--- src/rtl/serial2_parallel_rx.sv ---
// serial2_parallel_rx: SPI-side deserializer for the CPLD ADC sample stream.
// Oversamples sclk/spi_cs/mosi on clkin and rebuilds 12-bit LSB-first words.
// Each word is tagged with its channel index and buffered in a small FIFO.
// Frame length is checked, and a framing error is flagged on a bad frame.
module serial2_parallel_rx #(
  parameter  int ADC_CHIP_NO     = 4,
  parameter  int CH_PER_CHIP     = 4,
  parameter  int WORD_BITS       = 12,
  parameter  int FIFO_DEPTH      = 4,
  parameter  int SYNC_STAGES     = 2,
  localparam int WORDS_PER_FRAME = ADC_CHIP_NO * CH_PER_CHIP,
  localparam int CH_W            = $clog2(WORDS_PER_FRAME)
) (
  input  logic                 clkin,
  input  logic                 rst,
  input  logic                 sclk,
  input  logic                 spi_cs,
  input  logic                 mosi,
  output logic [WORD_BITS-1:0] dout,
  output logic [CH_W-1:0]      dout_ch,
  output logic                 dout_valid,
  input  logic                 dout_ready,
  output logic                 frame_done,
  output logic                 frame_err,
  output logic                 overflow
);

  localparam int PTR_W = (FIFO_DEPTH > 1) ? $clog2(FIFO_DEPTH) : 1;
  localparam int BIT_W = (WORD_BITS > 1) ? $clog2(WORD_BITS) : 1;
  localparam int WC_W  = $clog2(WORDS_PER_FRAME + 1);
  localparam int ENT_W = WORD_BITS + CH_W;

  typedef enum logic [1:0] {
    IDLE,
    SHIFT,
    WAIT_CS
  } state_t;

  // Synchronizers and edge history
  logic [SYNC_STAGES-1:0] sclk_sync;
  logic [SYNC_STAGES-1:0] cs_sync;
  logic [SYNC_STAGES-1:0] mosi_sync;
  logic                   sclk_d;
  logic                   cs_d;
  logic                   sclk_s;
  logic                   cs_s;
  logic                   mosi_s;
  logic                   rise;
  logic                   cs_fall;
  logic                   cs_rise;

  // Deserializer state
  state_t                 state;
  logic [WORD_BITS-1:0]   sreg;
  logic [WORD_BITS-1:0]   sreg_next;
  logic [BIT_W-1:0]       bitcnt;
  logic [WC_W-1:0]        wordcnt;
  logic                   excess;
  logic                   push_req;

  // FIFO
  logic [ENT_W-1:0]       mem [FIFO_DEPTH];
  logic [PTR_W-1:0]       wr_ptr;
  logic [PTR_W-1:0]       rd_ptr;
  logic [PTR_W:0]         count;
  logic                   full;
  logic                   pop;
  logic                   push_ok;

  assign sclk_s  = sclk_sync[SYNC_STAGES-1];
  assign cs_s    = cs_sync[SYNC_STAGES-1];
  assign mosi_s  = mosi_sync[SYNC_STAGES-1];
  assign rise    = sclk_s & ~sclk_d;
  assign cs_fall = ~cs_s & cs_d;
  assign cs_rise = cs_s & ~cs_d;

  // Bring the asynchronous SPI pins into the clkin domain; sclk/cs idle high
  always_ff @(posedge clkin or posedge rst) begin
    if (rst) begin
      sclk_sync <= '1;
      cs_sync   <= '1;
      mosi_sync <= '0;
      sclk_d    <= 1'b1;
      cs_d      <= 1'b1;
    end else begin
      sclk_sync[0] <= sclk;
      cs_sync[0]   <= spi_cs;
      mosi_sync[0] <= mosi;
      for (int unsigned i = 1; i < SYNC_STAGES; i++) begin
        sclk_sync[i] <= sclk_sync[i-1];
        cs_sync[i]   <= cs_sync[i-1];
        mosi_sync[i] <= mosi_sync[i-1];
      end
      sclk_d <= sclk_s;
      cs_d   <= cs_s;
    end
  end

  // cs_rise takes priority over a coincident sclk rise, so it blocks the push
  assign sreg_next = {mosi_s, sreg[WORD_BITS-1:1]};
  assign push_req  = (state == SHIFT) && rise && !cs_rise &&
                     (bitcnt == BIT_W'(WORD_BITS - 1));

  // Frame FSM: shift bits, count words, pulse done/err at frame close
  always_ff @(posedge clkin or posedge rst) begin
    if (rst) begin
      state      <= IDLE;
      sreg       <= '0;
      bitcnt     <= '0;
      wordcnt    <= '0;
      excess     <= 1'b0;
      frame_done <= 1'b0;
      frame_err  <= 1'b0;
    end else begin
      frame_done <= 1'b0;
      frame_err  <= 1'b0;
      case (state)
        IDLE: begin
          if (cs_fall) begin
            sreg    <= '0;
            bitcnt  <= '0;
            wordcnt <= '0;
            excess  <= 1'b0;
            state   <= SHIFT;
          end
        end
        SHIFT: begin
          if (cs_rise) begin
            if ((bitcnt != '0) || (wordcnt < WC_W'(WORDS_PER_FRAME))) begin
              frame_err <= 1'b1;
            end
            state <= IDLE;
          end else if (rise) begin
            sreg <= sreg_next;
            if (bitcnt == BIT_W'(WORD_BITS - 1)) begin
              bitcnt  <= '0;
              wordcnt <= wordcnt + WC_W'(1);
              if (wordcnt == WC_W'(WORDS_PER_FRAME - 1)) begin
                state <= WAIT_CS;
              end
            end else begin
              bitcnt <= bitcnt + BIT_W'(1);
            end
          end
        end
        WAIT_CS: begin
          if (cs_rise) begin
            if (excess) begin
              frame_err <= 1'b1;
            end else begin
              frame_done <= 1'b1;
            end
            state <= IDLE;
          end else if (rise) begin
            excess <= 1'b1;
          end
        end
        default: state <= IDLE;
      endcase
    end
  end

  // Pop is honoured first, so a push into a full FIFO succeeds when it pops
  assign dout_valid = (count != '0);
  assign full       = (count == (PTR_W+1)'(FIFO_DEPTH));
  assign pop        = dout_valid && dout_ready;
  assign push_ok    = push_req && (!full || pop);
  assign dout       = mem[rd_ptr][ENT_W-1:CH_W];
  assign dout_ch    = mem[rd_ptr][CH_W-1:0];

  // Output FIFO storage, pointers and sticky overflow flag
  always_ff @(posedge clkin or posedge rst) begin
    if (rst) begin
      for (int unsigned i = 0; i < FIFO_DEPTH; i++) begin
        mem[i] <= '0;
      end
      wr_ptr   <= '0;
      rd_ptr   <= '0;
      count    <= '0;
      overflow <= 1'b0;
    end else begin
      if (push_ok) begin
        mem[wr_ptr] <= {sreg_next, wordcnt[CH_W-1:0]};
        wr_ptr      <= wr_ptr + PTR_W'(1);
      end
      if (pop) begin
        rd_ptr <= rd_ptr + PTR_W'(1);
      end
      case ({push_ok, pop})
        2'b10:   count <= count + (PTR_W+1)'(1);
        2'b01:   count <= count - (PTR_W+1)'(1);
        default: count <= count;
      endcase
      if (push_req && !push_ok) begin
        overflow <= 1'b1;
      end
    end
  end

endmodule

--- config.mk ---
export PLATFORM = sky130hd
export DESIGN_NAME = serial2_parallel_rx
export DESIGN_NICKNAME = d
export VERILOG_FILES = /design/src/rtl/serial2_parallel_rx.sv
export SDC_FILE = /design/constraint.sdc
export NUM_CORES = 1
export LEC_CHECK = 0
export BUFFER_PORTS_ARGS = -buffer_cell sky130_fd_sc_hd__buf_2
export CAP_MARGIN = 0
export CORE_UTILIZATION = 55
export CTS_BUF_LIST = sky130_fd_sc_hd__clkbuf_8
export CTS_CLUSTER_SIZE = 30
export DETAILED_ROUTE_END_ITERATION = 8
export PLACE_DENSITY = 0.73
export SYNTH_ARGS = -nofsm -noshare
export SYNTH_HDL_FRONTEND = slang
export SYNTH_SLANG_ARGS = --single-unit
--- constraint.sdc ---
create_clock -name clkin -period 5.5 [get_ports clkin]
set_input_delay 1.65 -clock clkin [delete_from_list [all_inputs] [get_ports clkin]]
set_output_delay 1.65 -clock clkin [all_outputs]
set_load 0.01 [all_outputs]
==> impl_metrics.env <==
export IMPL_status="complete, but fails checks"
export IMPL_violations="design-rule violations"
export IMPL_ys_seq_area_share_pct=52.1
export IMPL_critPathArrivalTime_ns=2.17
export IMPL_p_sw_share_pct=33.1
export IMPL_yosysUniqueCellTypes=53
export IMPL_hpwl_um=5850
export IMPL_route_detailed_wl_per_inst_um=18.8
export IMPL_grt_ovfl_total=0
export IMPL_synth_cells=361
export IMPL_ys_flop_type="dfrtp_1"
export IMPL_syn_area_per_cell_um2=14.0
export IMPL_worstSetupEndpointType="primary output"
export IMPL_grt_pass1_wl_um=15800
export IMPL_yosys_area_top_type="dfrtp_1"
export IMPL_cts_tree="built"
export IMPL_numCtsBuffers=9
export IMPL_relSlewSlack_pct=29.8
export IMPL_first_pass_iters=6
export IMPL_hold_viol=0
export IMPL_via_count=2951
export IMPL_layout_drive_gt1_share_pct=35.3
export IMPL_worstHoldPathType="flop to flop"
export IMPL_core_area_mm2=0.00881
export IMPL_htreeDepth=3
export IMPL_syn_area_mm2=0.00506
export IMPL_start_util_pct=57.5
export IMPL_cts_setup_buffers=0
export IMPL_crit_required_ns=3.85
export IMPL_ys_ff_latch=105
export IMPL_start_kind="flop"
export IMPL_grt_max_degree=84
export IMPL_fin_area_mm2=0.00542
export IMPL_ant_nets=0
export IMPL_power_density_mw_per_mm2=351
export IMPL_intPower_mw=1.27
export IMPL_synth_nets=379
export IMPL_skew_ns=0.0121
export IMPL_pin_count=26
export IMPL_vdd_drop_max_uv=202
export IMPL_syn2layout_area_growth_pct=7.12
export IMPL_rsz0062_at_grt="no"
export IMPL_slowest_delay_ns=1.05
export IMPL_synth_top_area_share_pct=49.0
export IMPL_final_cell_count_no_fill=490
export IMPL_port_buffers=25
export IMPL_crit_chain="mux4_2, buf_2"
export IMPL_cts_buffer_depth=2
export IMPL_die_area_mm2=0.00959
export IMPL_grt_use_total_pct=21.3
export IMPL_place_gp_congestion=0.771
export IMPL_cts_resized=0
export IMPL_setup_violations=0
export IMPL_cts_root_buffer_cell="clkbuf_8"
export IMPL_timing_hold_ws_ns=0.358
export IMPL_fp_dieH_um=97.9
export IMPL_grt_pass1_vias=3046
export IMPL_power_share_clock_pct=28.4
export IMPL_antenna_found_initial=0
export IMPL_yosys_cell_count_top_type="dfrtp_1"
export IMPL_fmax_mhz=262
export IMPL_crit_fanout=18
export IMPL_hold_buffers=0
export IMPL_worstSetupPathType="flop to primary output"
export IMPL_synth_area_top_cells="dfrtp_1, mux2_4, mux4_2, mux2_2, dfstp_2"
export IMPL_rows=34
export IMPL_cts_sinks=105
export IMPL_dp_cells=474
export IMPL_synth_edf_count=0
export IMPL_drt_initial_drc_count=130
export IMPL_routed_via_density=6.02
export IMPL_timing_final_crit_share_pct=69.5
export IMPL_total_power_mw=1.90
export IMPL_p_leak_nw=2.65
export IMPL_min_period_ns=3.82
export IMPL_die_x_um=97.9
export IMPL_max_cap_violations=0
export IMPL_ys_async_sr_fraction_pct=100
export IMPL_nets=395
export IMPL_p_comb_share_pct=20.0
export IMPL_drc_errors=2
export IMPL_worstMarginPinSlew_ns=1.05
export IMPL_setup_tns_ns=0
export IMPL_seqPwrFrac_pct=51.6
export IMPL_wirelength_um=9230
export IMPL_diodes=0
export IMPL_maxSlewViolCount=0
export IMPL_p_sw_mw=0.630
export IMPL_yosysWarnings=0
export IMPL_placed_cell_area_mm2=0.00519
export IMPL_clock_latency_ns=0.37
export IMPL_clk_pin_slew_ns=0.10
export IMPL_cp_slowest_cell="dfrtp_1"
export IMPL_ys_top_cells_by_count="dfrtp_1, mux2_4, mux2_2"
[layout by cell type (no fill, tap or decap), drive strengths merged, types with 9 or more instances in the layout]
master	count
buf	26
ha	11
mux2	66
dfrtp	99
o21ai	15
clkbuf	10
nand2	17
a21oi	9
nand3	21
mux4	16
inv	14
[flip-flops by register name, indices dropped and copies added (netlist names), 3 cells and up]
| register | cells |
|---|---|
| mem | 64 |
| sreg | 11 |
| wordcnt | 5 |
| bitcnt | 4 |
| count | 3 |
[layout make-up]
| cell class | instances | area, um^2 |
|---|---|---|
| Multi-Input combinational cell | 223 | 2240 |
| Fill cell | 669 | 3390 |
| Inverter | 12 | 47.5 |
| Timing Repair Buffer | 26 | 133 |
| Tap cell | 108 | 135 |
| Clock inverter | 6 | 91.3 |
| Clock buffer | 10 | 138 |
| Sequential cell | 105 | 2640 |
[final timing paths]
kind	start	to	slack, ns	cells after the start
max	rd_ptr[0]$_DFFE_PP0P_	dout[9]	1.68	2
min	mosi_sync[0]$_DFF_PP0_	mosi_sync[1]$_DFF_PP0_	0.36	0
max reg2reg	state[1]$_DFFE_PP0P_	count[1]$_DFFE_PP0P_	2.83	5
min reg2reg	mosi_sync[0]$_DFF_PP0_	mosi_sync[1]$_DFF_PP0_	0.36	0
max in group asynchronous	rst	mem[38]$_DFFE_PP0P_	3.10	3
min in group asynchronous	rst	mem[28]$_DFFE_PP0P_	1.50	2
[power groups by stage]
| stage | Sequential, mW | Combinational (mW) | Clock, mW |
|---|---|---|---|
| floorplan | 0.904 | 0.367 | 0 |
| global placement | 0.990 | 0.364 | 0 |
| detailed placement | 0.999 | 0.380 | 0 |
| CTS | 0.985 | 0.381 | 0.549 |
| global route | 1.00 | 0.428 | 0.573 |
| finish | 0.982 | 0.380 | 0.540 |
[per-layer routing]
layer / global-route usage [%] / share of wire [%] / vias up
met1: 29.3 / 46 / 1539
li1: - / - / 1348
met3: 4.58 / 3.5 / 12
met5: 0 / 0 / -
met4: 7.34 / 1.5 / 0
met2: 33.9 / 49 / 52
[stage by stage]
stage                     setup WS [ns]  utilization, %
after global placement             2.09            59.0
after detailed placement           2.03            59.0
after CTS                          1.62            61.6
after global routing               1.55            61.6
after floorplan                    1.10               -
final                              1.68            61.6
[critical path: cells and delay by family, from the launching register on]
kind / cells / cell delay, ns
multiplexers: 1 / 0.60
flip-flops: 1 / 1.05
buffers and inverters: 1 / 0.15
[cells by family after synthesis]
kind of cell,count (synthesis),synth area share (%)
fa+ha+maj,12,3.12
buf+inv,33,3.63
flops,105,52.1
simple gates,75,8.98
xor+xnor,4,0.693
mux,87,25.8
compound gates,45,5.74
Power figures use the tool's default switching activity.
